`src/rtl/ysyx_22050710_csr_seq.sv`:
```
// ----------------------------------------------------------------------------
// ysyx_22050710_csr_seq
//
// Multi-cycle sequencer that sits between instruction decode and the CSR
// register file. It takes one decoded system instruction (CSRRW, CSRRS,
// CSRRC, ECALL, MRET) through a valid/ready handshake. It walks the CSR
// file's read port and single write port over a few cycles. It then hands
// the rd writeback value and any PC redirect to writeback through a second
// valid/ready handshake.
//
// Ports:
//   i_clk, i_rst          clock, synchronous active-high reset
//   i_valid / o_ready     decode handshake; o_ready is high only in IDLE
//   i_op                  0=CSRRW 1=CSRRS 2=CSRRC 3=ECALL 4=MRET, 5-7 reserved
//   i_csr_addr, i_src     CSR address and rs1 value
//   i_rs1_idx, i_rd       rs1 index (write suppression) and destination GPR
//   i_pc                  PC of the instruction
//   o_csr_ren/o_csr_raddr CSR read port; i_csr_rdata returns combinationally
//   o_csr_wen/o_csr_waddr/o_csr_wdata  CSR write port, written on posedge
//   o_resp_valid / i_resp_ready        writeback handshake
//   o_rd_wen, o_rd, o_rd_data          GPR writeback of the old CSR value
//   o_redirect, o_nextpc               PC redirect for ECALL / MRET
//   o_illegal                          illegal CSR address or reserved op
//
// Every output is a register. Each output is loaded on the edge that
// enters the state in which it must be visible.
// ----------------------------------------------------------------------------
module ysyx_22050710_csr_seq #(
    parameter int ADDR_WIDTH = 12,
    parameter int DATA_WIDTH = 64
) (
    input  logic                  i_clk,
    input  logic                  i_rst,

    input  logic                  i_valid,
    output logic                  o_ready,
    input  logic [2:0]            i_op,
    input  logic [ADDR_WIDTH-1:0] i_csr_addr,
    input  logic [DATA_WIDTH-1:0] i_src,
    input  logic [4:0]            i_rs1_idx,
    input  logic [4:0]            i_rd,
    input  logic [63:0]           i_pc,

    output logic                  o_csr_ren,
    output logic [ADDR_WIDTH-1:0] o_csr_raddr,
    input  logic [DATA_WIDTH-1:0] i_csr_rdata,

    output logic                  o_csr_wen,
    output logic [ADDR_WIDTH-1:0] o_csr_waddr,
    output logic [DATA_WIDTH-1:0] o_csr_wdata,

    output logic                  o_resp_valid,
    input  logic                  i_resp_ready,
    output logic                  o_rd_wen,
    output logic [4:0]            o_rd,
    output logic [DATA_WIDTH-1:0] o_rd_data,
    output logic                  o_redirect,
    output logic [63:0]           o_nextpc,
    output logic                  o_illegal
);

    typedef enum logic [2:0] {
        IDLE   = 3'd0,
        READ   = 3'd1,
        WRITE  = 3'd2,
        WRITE2 = 3'd3,
        RESP   = 3'd4
    } state_t;

    localparam logic [2:0] OP_CSRRW = 3'd0;
    localparam logic [2:0] OP_CSRRS = 3'd1;
    localparam logic [2:0] OP_CSRRC = 3'd2;
    localparam logic [2:0] OP_ECALL = 3'd3;
    localparam logic [2:0] OP_MRET  = 3'd4;

    localparam logic [ADDR_WIDTH-1:0] CSR_MSTATUS = ADDR_WIDTH'(12'h300);
    localparam logic [ADDR_WIDTH-1:0] CSR_MTVEC   = ADDR_WIDTH'(12'h305);
    localparam logic [ADDR_WIDTH-1:0] CSR_MEPC    = ADDR_WIDTH'(12'h341);
    localparam logic [ADDR_WIDTH-1:0] CSR_MCAUSE  = ADDR_WIDTH'(12'h342);

    // mcause value for an environment call from M-mode
    localparam logic [DATA_WIDTH-1:0] CAUSE_ECALL_M = DATA_WIDTH'(11);

    // ------------------------------------------------------------------------
    // Helper functions
    // ------------------------------------------------------------------------
    function automatic logic csr_supported(input logic [ADDR_WIDTH-1:0] a);
        return (a == CSR_MSTATUS) || (a == CSR_MTVEC) ||
               (a == CSR_MEPC)    || (a == CSR_MCAUSE);
    endfunction

    // ECALL reads mtvec (the trap target); MRET reads mepc (the return PC).
    function automatic logic [ADDR_WIDTH-1:0] read_addr(
        input logic [2:0]            op,
        input logic [ADDR_WIDTH-1:0] a
    );
        case (op)
            OP_CSRRW, OP_CSRRS, OP_CSRRC: return a;
            OP_ECALL:                     return CSR_MTVEC;
            OP_MRET:                      return CSR_MEPC;
            default:                      return '0;
        endcase
    endfunction

    function automatic logic [DATA_WIDTH-1:0] rmw_data(
        input logic [2:0]            op,
        input logic [DATA_WIDTH-1:0] old,
        input logic [DATA_WIDTH-1:0] src
    );
        case (op)
            OP_CSRRS: return old | src;
            OP_CSRRC: return old & ~src;
            default:  return src;
        endcase
    endfunction

    // ------------------------------------------------------------------------
    // State and instruction latches
    // ------------------------------------------------------------------------
    state_t                  state;
    logic [2:0]              op_q;
    logic [ADDR_WIDTH-1:0]   addr_q;
    logic [DATA_WIDTH-1:0]   src_q;
    logic [4:0]              rs1_q;
    logic [4:0]              rd_q;
    logic [63:0]             pc_q;
    logic [DATA_WIDTH-1:0]   old_q;

    // ------------------------------------------------------------------------
    // Decode of the latched instruction and the response it will produce
    // ------------------------------------------------------------------------
    logic                    is_csr_op;
    logic                    op_illegal;
    logic                    skip_write;
    logic                    enter_resp;
    logic [DATA_WIDTH-1:0]   resp_old;
    logic                    resp_rd_wen;
    logic [DATA_WIDTH-1:0]   resp_rd_data;
    logic                    resp_redirect;
    logic [63:0]             resp_nextpc;

    always_comb begin
        is_csr_op  = (op_q == OP_CSRRW) || (op_q == OP_CSRRS) || (op_q == OP_CSRRC);
        op_illegal = (op_q > OP_MRET) || (is_csr_op && !csr_supported(addr_q));
        // Set/clear with x0 as the source is a pure read.
        skip_write = ((op_q == OP_CSRRS) || (op_q == OP_CSRRC)) && (rs1_q == 5'd0);

        enter_resp = 1'b0;
        case (state)
            READ:    enter_resp = op_illegal || (op_q == OP_MRET) || skip_write;
            WRITE:   enter_resp = (op_q != OP_ECALL);
            WRITE2:  enter_resp = 1'b1;
            default: enter_resp = 1'b0;
        endcase

        // Leaving READ, the old value has not reached old_q yet, so
        // take it straight from the read port.
        resp_old      = (state == READ) ? i_csr_rdata : old_q;
        resp_rd_wen   = is_csr_op && !op_illegal && (rd_q != 5'd0);
        resp_rd_data  = (is_csr_op && !op_illegal) ? resp_old : '0;
        resp_redirect = !op_illegal && ((op_q == OP_ECALL) || (op_q == OP_MRET));
        resp_nextpc   = resp_redirect ? 64'(resp_old) : 64'd0;
    end

    // ------------------------------------------------------------------------
    // Sequencer FSM with registered outputs
    // ------------------------------------------------------------------------
    always_ff @(posedge i_clk) begin
        if (i_rst) begin
            state        <= IDLE;
            op_q         <= '0;
            addr_q       <= '0;
            src_q        <= '0;
            rs1_q        <= '0;
            rd_q         <= '0;
            pc_q         <= '0;
            old_q        <= '0;
            o_ready      <= 1'b1;
            o_csr_ren    <= 1'b0;
            o_csr_raddr  <= '0;
            o_csr_wen    <= 1'b0;
            o_csr_waddr  <= '0;
            o_csr_wdata  <= '0;
            o_resp_valid <= 1'b0;
            o_rd_wen     <= 1'b0;
            o_rd         <= '0;
            o_rd_data    <= '0;
            o_redirect   <= 1'b0;
            o_nextpc     <= '0;
            o_illegal    <= 1'b0;
        end else begin
            case (state)
                IDLE: begin
                    if (i_valid) begin
                        op_q        <= i_op;
                        addr_q      <= i_csr_addr;
                        src_q       <= i_src;
                        rs1_q       <= i_rs1_idx;
                        rd_q        <= i_rd;
                        pc_q        <= i_pc;
                        o_ready     <= 1'b0;
                        o_csr_ren   <= 1'b1;
                        o_csr_raddr <= read_addr(i_op, i_csr_addr);
                        state       <= READ;
                    end
                end

                READ: begin
                    old_q       <= i_csr_rdata;
                    o_csr_ren   <= 1'b0;
                    o_csr_raddr <= '0;
                    if (enter_resp) begin
                        state <= RESP;
                    end else begin
                        o_csr_wen <= 1'b1;
                        if (op_q == OP_ECALL) begin
                            o_csr_waddr <= CSR_MEPC;
                            o_csr_wdata <= DATA_WIDTH'(pc_q);
                        end else begin
                            o_csr_waddr <= addr_q;
                            o_csr_wdata <= rmw_data(op_q, i_csr_rdata, src_q);
                        end
                        state <= WRITE;
                    end
                end

                WRITE: begin
                    if (op_q == OP_ECALL) begin
                        // Second write of the trap entry: record the cause.
                        o_csr_waddr <= CSR_MCAUSE;
                        o_csr_wdata <= CAUSE_ECALL_M;
                        state       <= WRITE2;
                    end else begin
                        o_csr_wen   <= 1'b0;
                        o_csr_waddr <= '0;
                        o_csr_wdata <= '0;
                        state       <= RESP;
                    end
                end

                WRITE2: begin
                    o_csr_wen   <= 1'b0;
                    o_csr_waddr <= '0;
                    o_csr_wdata <= '0;
                    state       <= RESP;
                end

                RESP: begin
                    // The response is held until writeback takes it. IDLE
                    // follows, so the next accept is one cycle later.
                    if (i_resp_ready) begin
                        o_resp_valid <= 1'b0;
                        o_rd_wen     <= 1'b0;
                        o_rd         <= '0;
                        o_rd_data    <= '0;
                        o_redirect   <= 1'b0;
                        o_nextpc     <= '0;
                        o_illegal    <= 1'b0;
                        o_ready      <= 1'b1;
                        state        <= IDLE;
                    end
                end

                default: begin
                    o_csr_ren    <= 1'b0;
                    o_csr_raddr  <= '0;
                    o_csr_wen    <= 1'b0;
                    o_csr_waddr  <= '0;
                    o_csr_wdata  <= '0;
                    o_resp_valid <= 1'b0;
                    o_ready      <= 1'b1;
                    state        <= IDLE;
                end
            endcase

            // Load the response registers on the edge that enters RESP.
            if (enter_resp) begin
                o_resp_valid <= 1'b1;
                o_rd_wen     <= resp_rd_wen;
                o_rd         <= rd_q;
                o_rd_data    <= resp_rd_data;
                o_redirect   <= resp_redirect;
                o_nextpc     <= resp_nextpc;
                o_illegal    <= op_illegal;
            end
        end
    end

endmodule

```
`config.mk`:
```
export PLATFORM = sky130hd
export DESIGN_NAME = ysyx_22050710_csr_seq
export DESIGN_NICKNAME = d
export VERILOG_FILES = /design/src/rtl/ysyx_22050710_csr_seq.sv
export SDC_FILE = /design/constraint.sdc
export NUM_CORES = 1
export LEC_CHECK = 0
export CAP_MARGIN = 20
export CORE_MARGIN = 2
export CORE_UTILIZATION = 35
export DETAILED_ROUTE_END_ITERATION = 8
export PLACE_DENSITY = 0.68
export SYNTH_ARGS = -nofsm -noshare
export SYNTH_HDL_FRONTEND = slang
export SYNTH_SLANG_ARGS = --single-unit
export TNS_END_PERCENT = 5
```
`constraint.sdc`:
```
create_clock -name i_clk -period 4.06 [get_ports i_clk]
set_input_delay 0.609 -clock i_clk [delete_from_list [all_inputs] [get_ports i_clk]]
set_output_delay 0.609 -clock i_clk [all_outputs]
set_load 0.005 [all_outputs]
```
==> reports/qor.yml, run 1 <==
finish:
  nNetsFinal: 2518
  layout_common_cells: "nand2_1 (522), clkdlybuf4s50_1 (447), dfxtp_1 (445)"
  final_common_cell: "nand2_1"
  syn_to_final_growth_pct: 38.6
  final_layout_size_suffix_gt1_frac: 0.0818
yosys:
  synth_cell_types: 51
  synth_fa_ha_area_frac: 0
  ys.flop_type: "dfxtp_1"
  syn_nets: 2161
  yosysWarnings: 0
  synthCells: 1940
  synth_compound_area_frac: 0.241
  syn_avg_cell_area_sq_um: 8.81
  synth_edf_count: 0
  synth_top_family_by_area: "compound AO/OA/AOI/OAI gates"
  async_flop_share: 0
  yosys.area_share.simple: 0.138
  syn-cell-area_sq_um: 17100
  seq_area_frac_synth: 0.525
  synthMuxAreaShare: 0.0421
  synth_xor_area_frac: 0.000513
  ys_seq_elements: 448
clocking:
  cts_buffers: 48
  cts_hold_buffers: 0
  cts_tree: "done"
  cts_root_buf: "clkbuf_16"
  postCtsSetupBuffers: 0
  path_clk_slew_ns: 0.06
  ctsHtreeMaxLevel: 2
  clockBufferDepth: 3
  cts_resized: 0
  clock_latency_ns: 0.58
  clock_sinks: 448
drt:
  ant_nets: 0
  vias_per_cell: 5.36
  vias: 15800
  dr.first_iter.drc_count: 1129
  drt_wl_total_microns: 58300
  remaining_drc_errors: 0
  dr.pass1.iters: 7
  detail_route.wl_per_cell_microns: 19.7
placed_design:
  hpwl_microns: 38900
  gp_congestion: 0.856
  io_buffer_count: 448
setup_path:
  cp_cell_sequence: "nand3b_1, o21a_1, a31oi_1, o31a_2, and2_4, buf_4, a22o_1"
  cp_max_fo: 52
  worstPathArrival_ns: 3.73
  max_stage_delay_ns: 0.75
  endpoint_kind: "flop"
  start_kind: "flop"
  ff2ff_setup_slack_ns: 0.84
  crit_required_ns: 4.57
  worst_r2r_endpoint: "o_nextpc[24]$_SDFFE_PP0P_"
  reg2reg_depth: 7
  critical_path_class: "flop to flop"
  cp_slowest_cell: "dfxtp_4"
  rr_startpoint: "op_q[1]$_SDFFE_PP0P_"
timing:
  rsz0062_at_grt: "false"
  fin_tns_setup_ns: 0
  tightest_slew_ns: 0.957
  hold_viol: 0
  period_share: 0.793
  slew_headroom: 0.362
  setup_viol: 0
  fmax_mhz: 311
  clock_skew_ns: 0.0214
  period_needed_ns: 3.22
  holdWs_ns: 0.444
  slew_viol_final: 0
die:
  num_rows: 80
  die_h_microns: 225
  die_w_microns: 225
  num_io_pins: 449
  initial_core_util: 0.356
  die_area_sq_um: 50600
  core_sq_um: 47900
global_route:
  busiest_layer: "met2"
  grt_pass1_vias: 15800
  grt.met2_usage: 0.361
  overflow: 0
  grtUsageMet3: 0.0518
  antenna_found_initial: 3
  grt.total_usage: 0.223
  use_met1: 0.282
  grt_max_degree: 140
  grt_first_pass_wirelength_microns: 89100
hold_path:
  hold_depth: 2
  hold_class: "input pin to flop"
  min_from: "i_rst"
  hold_end: "op_q[2]$_SDFFE_PP0P_"
pwr:
  p_leak_nw: 8.52
  power.density_nw_per_um2: 446
  ir_drop_mv: 0.380
job:
  max_cap_viol_count: 0
outcome:
  status: "complete, no violations"
==> state kept, by name (all words and copies together), names as in the netlist, 3 cells and up <==
register and flops:
addr_q 12, o_csr_raddr 12, o_csr_waddr 12, o_csr_wdata 64, o_nextpc 64, o_rd 5, o_rd_data 64, old_q 64
op_q 3, pc_q 64, rd_q 5, rs1_q 5, src_q 64, state 3
==> metrics by stage <==
stage	setup slack, ns	instance area (sq um)	instances	util	power (mW)
2_1_floorplan	1.76	17100	1940	-	5.44
3_3_place_gp	0.978	22000	2862	0.458	5.98
3_5_place_dp	0.906	22000	2862	0.458	6.02
4_1_cts	0.875	23700	2950	0.494	10.6
5_1_grt	0.664	23700	2951	0.494	11.0
6_report	0.842	23700	2951	0.494	10.6
==> metal layers <==
layer | part of all wire | routed length [microns] | vias to the layer above
met1 | 0.42 | 24200 | 7501
met3 | 0.082 | 4760 | 147
li1 | - | - | 7468
met2 | 0.46 | 26800 | 688
met4 | 0.041 | 2400 | 4
met5 | 0.00046 | 27 | -
==> cells by family (layout without fill, tap and decap cells) <==
logic type	after synthesis	in the layout
AO/OA/AOI/OAI	604	604
AND/OR/NAND/NOR	591	591
flip-flops	448	448
buffers and inverters	232	627
multiplexers	64	64
XOR/XNOR	1	1
other	0	1
==> synth_stat cells (all sizes together) (4+ instances only) <==
cell,count,area share
dfxtp,448,0.52
mux2,63,0.042
nor2,17,0.0037
nand3,13,0.0038
or3,4,0.0015
buf,48,0.014
a22o,192,0.098
a32oi,63,0.032
and2,10,0.0037
nand2,524,0.12
o211ai,4,0.0018
clkbuf,115,0.025
a21oi,238,0.070
inv,69,0.015
nor3,6,0.0020
o21ai,80,0.023
a22oi,5,0.0022
==> layout make-up <==
type / count / area [sq um]
Tap cell: 615 / 769
Multi-Input combinational cell: 1260 / 7260
Timing Repair Buffer: 470 / 4720
Clock inverter: 21 / 273
Clock buffer: 67 / 1420
Inverter: 69 / 259
Sequential cell: 448 / 8980
Antenna cell: 1 / 2.50
Fill cell: 4409 / 24300
==> report_power, final <==
part           internal, mW  switching (mW)  total [mW]
registers              4.57           0.134        4.71
logic                 0.511           0.712        1.22
clock network          2.78            1.84        4.63
==> worst max-delay path, delay by kind of cell (launching register included) <==
kind	cells	cell delay [ns]
AO/OA/AOI/OAI	4	1.23
flip-flops	1	0.75
AND/OR/NAND/NOR	2	0.65
buffers and inverters	1	0.46
==> worst max path at each step <==
stage,from,end,slack [ns]
after floorplan,addr_q[11]$_SDFFE_PP0P_,o_csr_wdata[52]$_SDFFE_PP0P_,1.76
after global placement,op_q[1]$_SDFFE_PP0P_,o_nextpc[25]$_SDFFE_PP0P_,0.98
after detailed placement,op_q[1]$_SDFFE_PP0P_,o_nextpc[24]$_SDFFE_PP0P_,0.91
after CTS,op_q[1]$_SDFFE_PP0P_,o_nextpc[24]$_SDFFE_PP0P_,0.87
after global routing,op_q[1]$_SDFFE_PP0P_,o_nextpc[24]$_SDFFE_PP0P_,0.66
final,op_q[1]$_SDFFE_PP0P_,o_nextpc[24]$_SDFFE_PP0P_,0.84
Power figures use the tool's default switching activity.
==> inputs of run 2 (changes only) <==
clock period = 3.2 ns   (was 4.06 ns; I/O delays follow)
==> reports/qor.yml, run 2 (synthesis results as in run 1) <==
outcome:
  status: "complete, no violations"
hold_path:
  hold_end: "src_q[3]$_SDFFE_PP0P_"
  min_from: "i_rst"
  hold_class: "input pin to flop"
  hold_depth: 2  # unchanged
clocking:
  cts_buffers: 48  # unchanged
  cts_hold_buffers: 0  # unchanged
  ctsHtreeMaxLevel: 2  # unchanged
  cts_root_buf: "clkbuf_16"
  cts_resized: 0  # unchanged
  cts_tree: "done"
  clock_sinks: 448  # unchanged
  clockBufferDepth: 3  # unchanged
  postCtsSetupBuffers: 0  # unchanged
  clock_latency_ns: 0.58  # about the same
  path_clk_slew_ns: 0.06  # about the same
setup_path:
  reg2reg_depth: 7  # unchanged
  endpoint_kind: "flop"
  start_kind: "flop"
  rr_startpoint: "op_q[0]$_SDFFE_PP0P_"
  crit_required_ns: 3.71  # -0.86 ns
  critical_path_class: "flop to flop"
  cp_max_fo: 74  # +42%
  worst_r2r_endpoint: "o_rd_data[57]$_SDFFE_PP0P_"
  worstPathArrival_ns: 3.41  # -0.32 ns
  ff2ff_setup_slack_ns: 0.29  # -0.55 ns
timing:
  slew_headroom: 0.344  # -0.0185
  fin_tns_setup_ns: 0  # unchanged
  setup_ws_ns: 0.292  # -0.551 ns
  fmax_mhz: 344  # +11%
  clock_skew_ns: 0.0150  # -0.00641 ns
  period_share: 0.909  # +0.116
  period_needed_ns: 2.91  # -0.309 ns
  tightest_slew_ns: 0.983  # +0.0257 ns
  hold_viol: 0  # unchanged
  setup_viol: 0  # unchanged
  rsz0062_at_grt: "false"
  slew_viol_final: 0  # unchanged
finish:
  fillCellCount: 4443  # +0.77%
  multi_input_area_sq_um: 7260  # unchanged
  stdcell_area_sq_um: 23700  # unchanged
  area.sequential_sq_um: 8980  # unchanged
  layout_common_cells: "nand2_1 (522), clkdlybuf4s50_1 (447), dfxtp_1 (445)"
  syn_to_final_growth_pct: 38.6  # unchanged
  nNetsFinal: 2529  # +0.44%
  final_layout_size_suffix_gt1_frac: 0.0832  # +0.00143
  final_common_cell: "nand2_1"
global_route:
  grt_max_degree: 143  # +2.1%
  overflow: 0  # unchanged
  antenna_found_initial: 5  # +2
  grt_pass1_vias: 15700  # -1.0%
  grt_first_pass_wirelength_microns: 89400  # +0.37%
  grt.total_usage: 0.224  # +0.000795
drt:
  vias: 15700  # -0.61%
  drt_wl_total_microns: 58400  # +0.17%
  vias_per_cell: 5.31  # -0.95%
  dr.first_iter.drc_count: 1114  # -1.3%
  remaining_drc_errors: 0  # unchanged
  ant_nets: 0  # unchanged
  detail_route.wl_per_cell_microns: 19.7  # -0.17%
  dr.pass1.iters: 5  # -2
placed_design:
  io_buffer_count: 448  # unchanged
  dpl_cell_area_sq_um: 22100  # +0.43%
  gp_congestion: 0.837  # -2.2%
  hpwl_microns: 39100  # +0.59%
  dp_slack_ns: 0.335  # -0.571 ns
die:
  num_io_pins: 449  # unchanged
  die_w_microns: 225  # unchanged
  core_sq_um: 47900  # unchanged
  die_h_microns: 225  # unchanged
  die_area_sq_um: 50600  # unchanged
  num_rows: 80  # unchanged
  initial_core_util: 0.356  # unchanged
job:
  max_cap_viol_count: 0  # unchanged
pwr:
  p_leak_nw: 8.54  # +0.20%
  power.density_nw_per_um2: 558  # +25%
  ir_drop_mv: 0.401  # +5.5%
## run 2: cell types whose count changed in the layout (fill, tap and decap cells not counted)
cell        change
buf_4          +10
clkbuf_8        -7
clkbuf_1        +4
clkinv_2        +3
clkinvlp_4      -2
diode_2         +2
buf_12          +1
clkinv_4        +1
clkinv_8        -1
inv_8           -1
## run 2: cell type report
cell class / count / share of cell area
antenna: 3 / 0.000317
clock buffer: 64 / 0.0567
clock inverter: 21 / 0.0107
inverter: 69 / 0.0109
multi-input combinational: 1260 / 0.307
sequential: 448 / 0.379
tap: 615 / 0.0325
timing repair buffer: 481 / 0.203
## run 2: how the worst max path moves through the flow
| stage | from | to | cells past startpoint | slack [ns] |
|---|---|---|---|---|
| after detailed placement | op_q[0]$_SDFFE_PP0P_ | o_rd_data[61]$_SDFFE_PP0P_ | 7 | 0.33 |
| after CTS | op_q[0]$_SDFFE_PP0P_ | o_nextpc[45]$_SDFFE_PP0P_ | 7 | 0.31 |
| after global routing | op_q[0]$_SDFFE_PP0P_ | o_rd_data[57]$_SDFFE_PP0P_ | 7 | 0.11 |
| after global placement | addr_q[11]$_SDFFE_PP0P_ | o_nextpc[57]$_SDFFE_PP0P_ | 7 | 0.42 |
| after floorplan | addr_q[11]$_SDFFE_PP0P_ | o_csr_wdata[56]$_SDFFE_PP0P_ | 8 | 0.90 |
| final | op_q[0]$_SDFFE_PP0P_ | o_rd_data[57]$_SDFFE_PP0P_ | 7 | 0.29 |
## run 2: stage by stage
stage | std cells | util | total power, mW | hold slack [ns]
4_1_cts | 2958 | 0.494 | 13.3 | 0.178
3_3_place_gp | 2873 | 0.460 | 7.62 | 0.438
5_1_grt | 2961 | 0.494 | 13.7 | 0.201
6_report | 2961 | 0.494 | 13.2 | 0.219
3_5_place_dp | 2873 | 0.460 | 7.66 | 0.445
2_1_floorplan | 1940 | - | 6.91 | 0.431
## run 2: power by group
| group | total, mW | internal, mW | switching (mW) |
|---|---|---|---|
| combinational | 1.60 | 0.666 | 0.933 |
| clock | 5.66 | 3.36 | 2.31 |
| sequential | 5.94 | 5.80 | 0.142 |
| total | 13.2 | 9.82 | 3.38 |
## run 2: routing by layer
layer  share of wire  track usage
met1            0.42        0.283
met2            0.47        0.372
met3           0.080       0.0542
met4           0.028       0.0754
met5         0.00019            0
## run 2: worst max-delay path, cell delays in order, from the launching register on
cell and delay (ns):
dfxtp_4 0.64, nand3b_1 0.17, o21a_1 0.21, a31oi_1 0.31, o31a_2 0.23, and2_4 0.55, buf_12 0.39, a22o_1 0.21
==> inputs of run 3 (changes only) <==
SETUP_SLACK_MARGIN = 0.1   (was not set)
TNS_END_PERCENT = 50   (was 5)
==> results of run 3 <==
Final layout, timing and power as in run 2 (identical DEF).
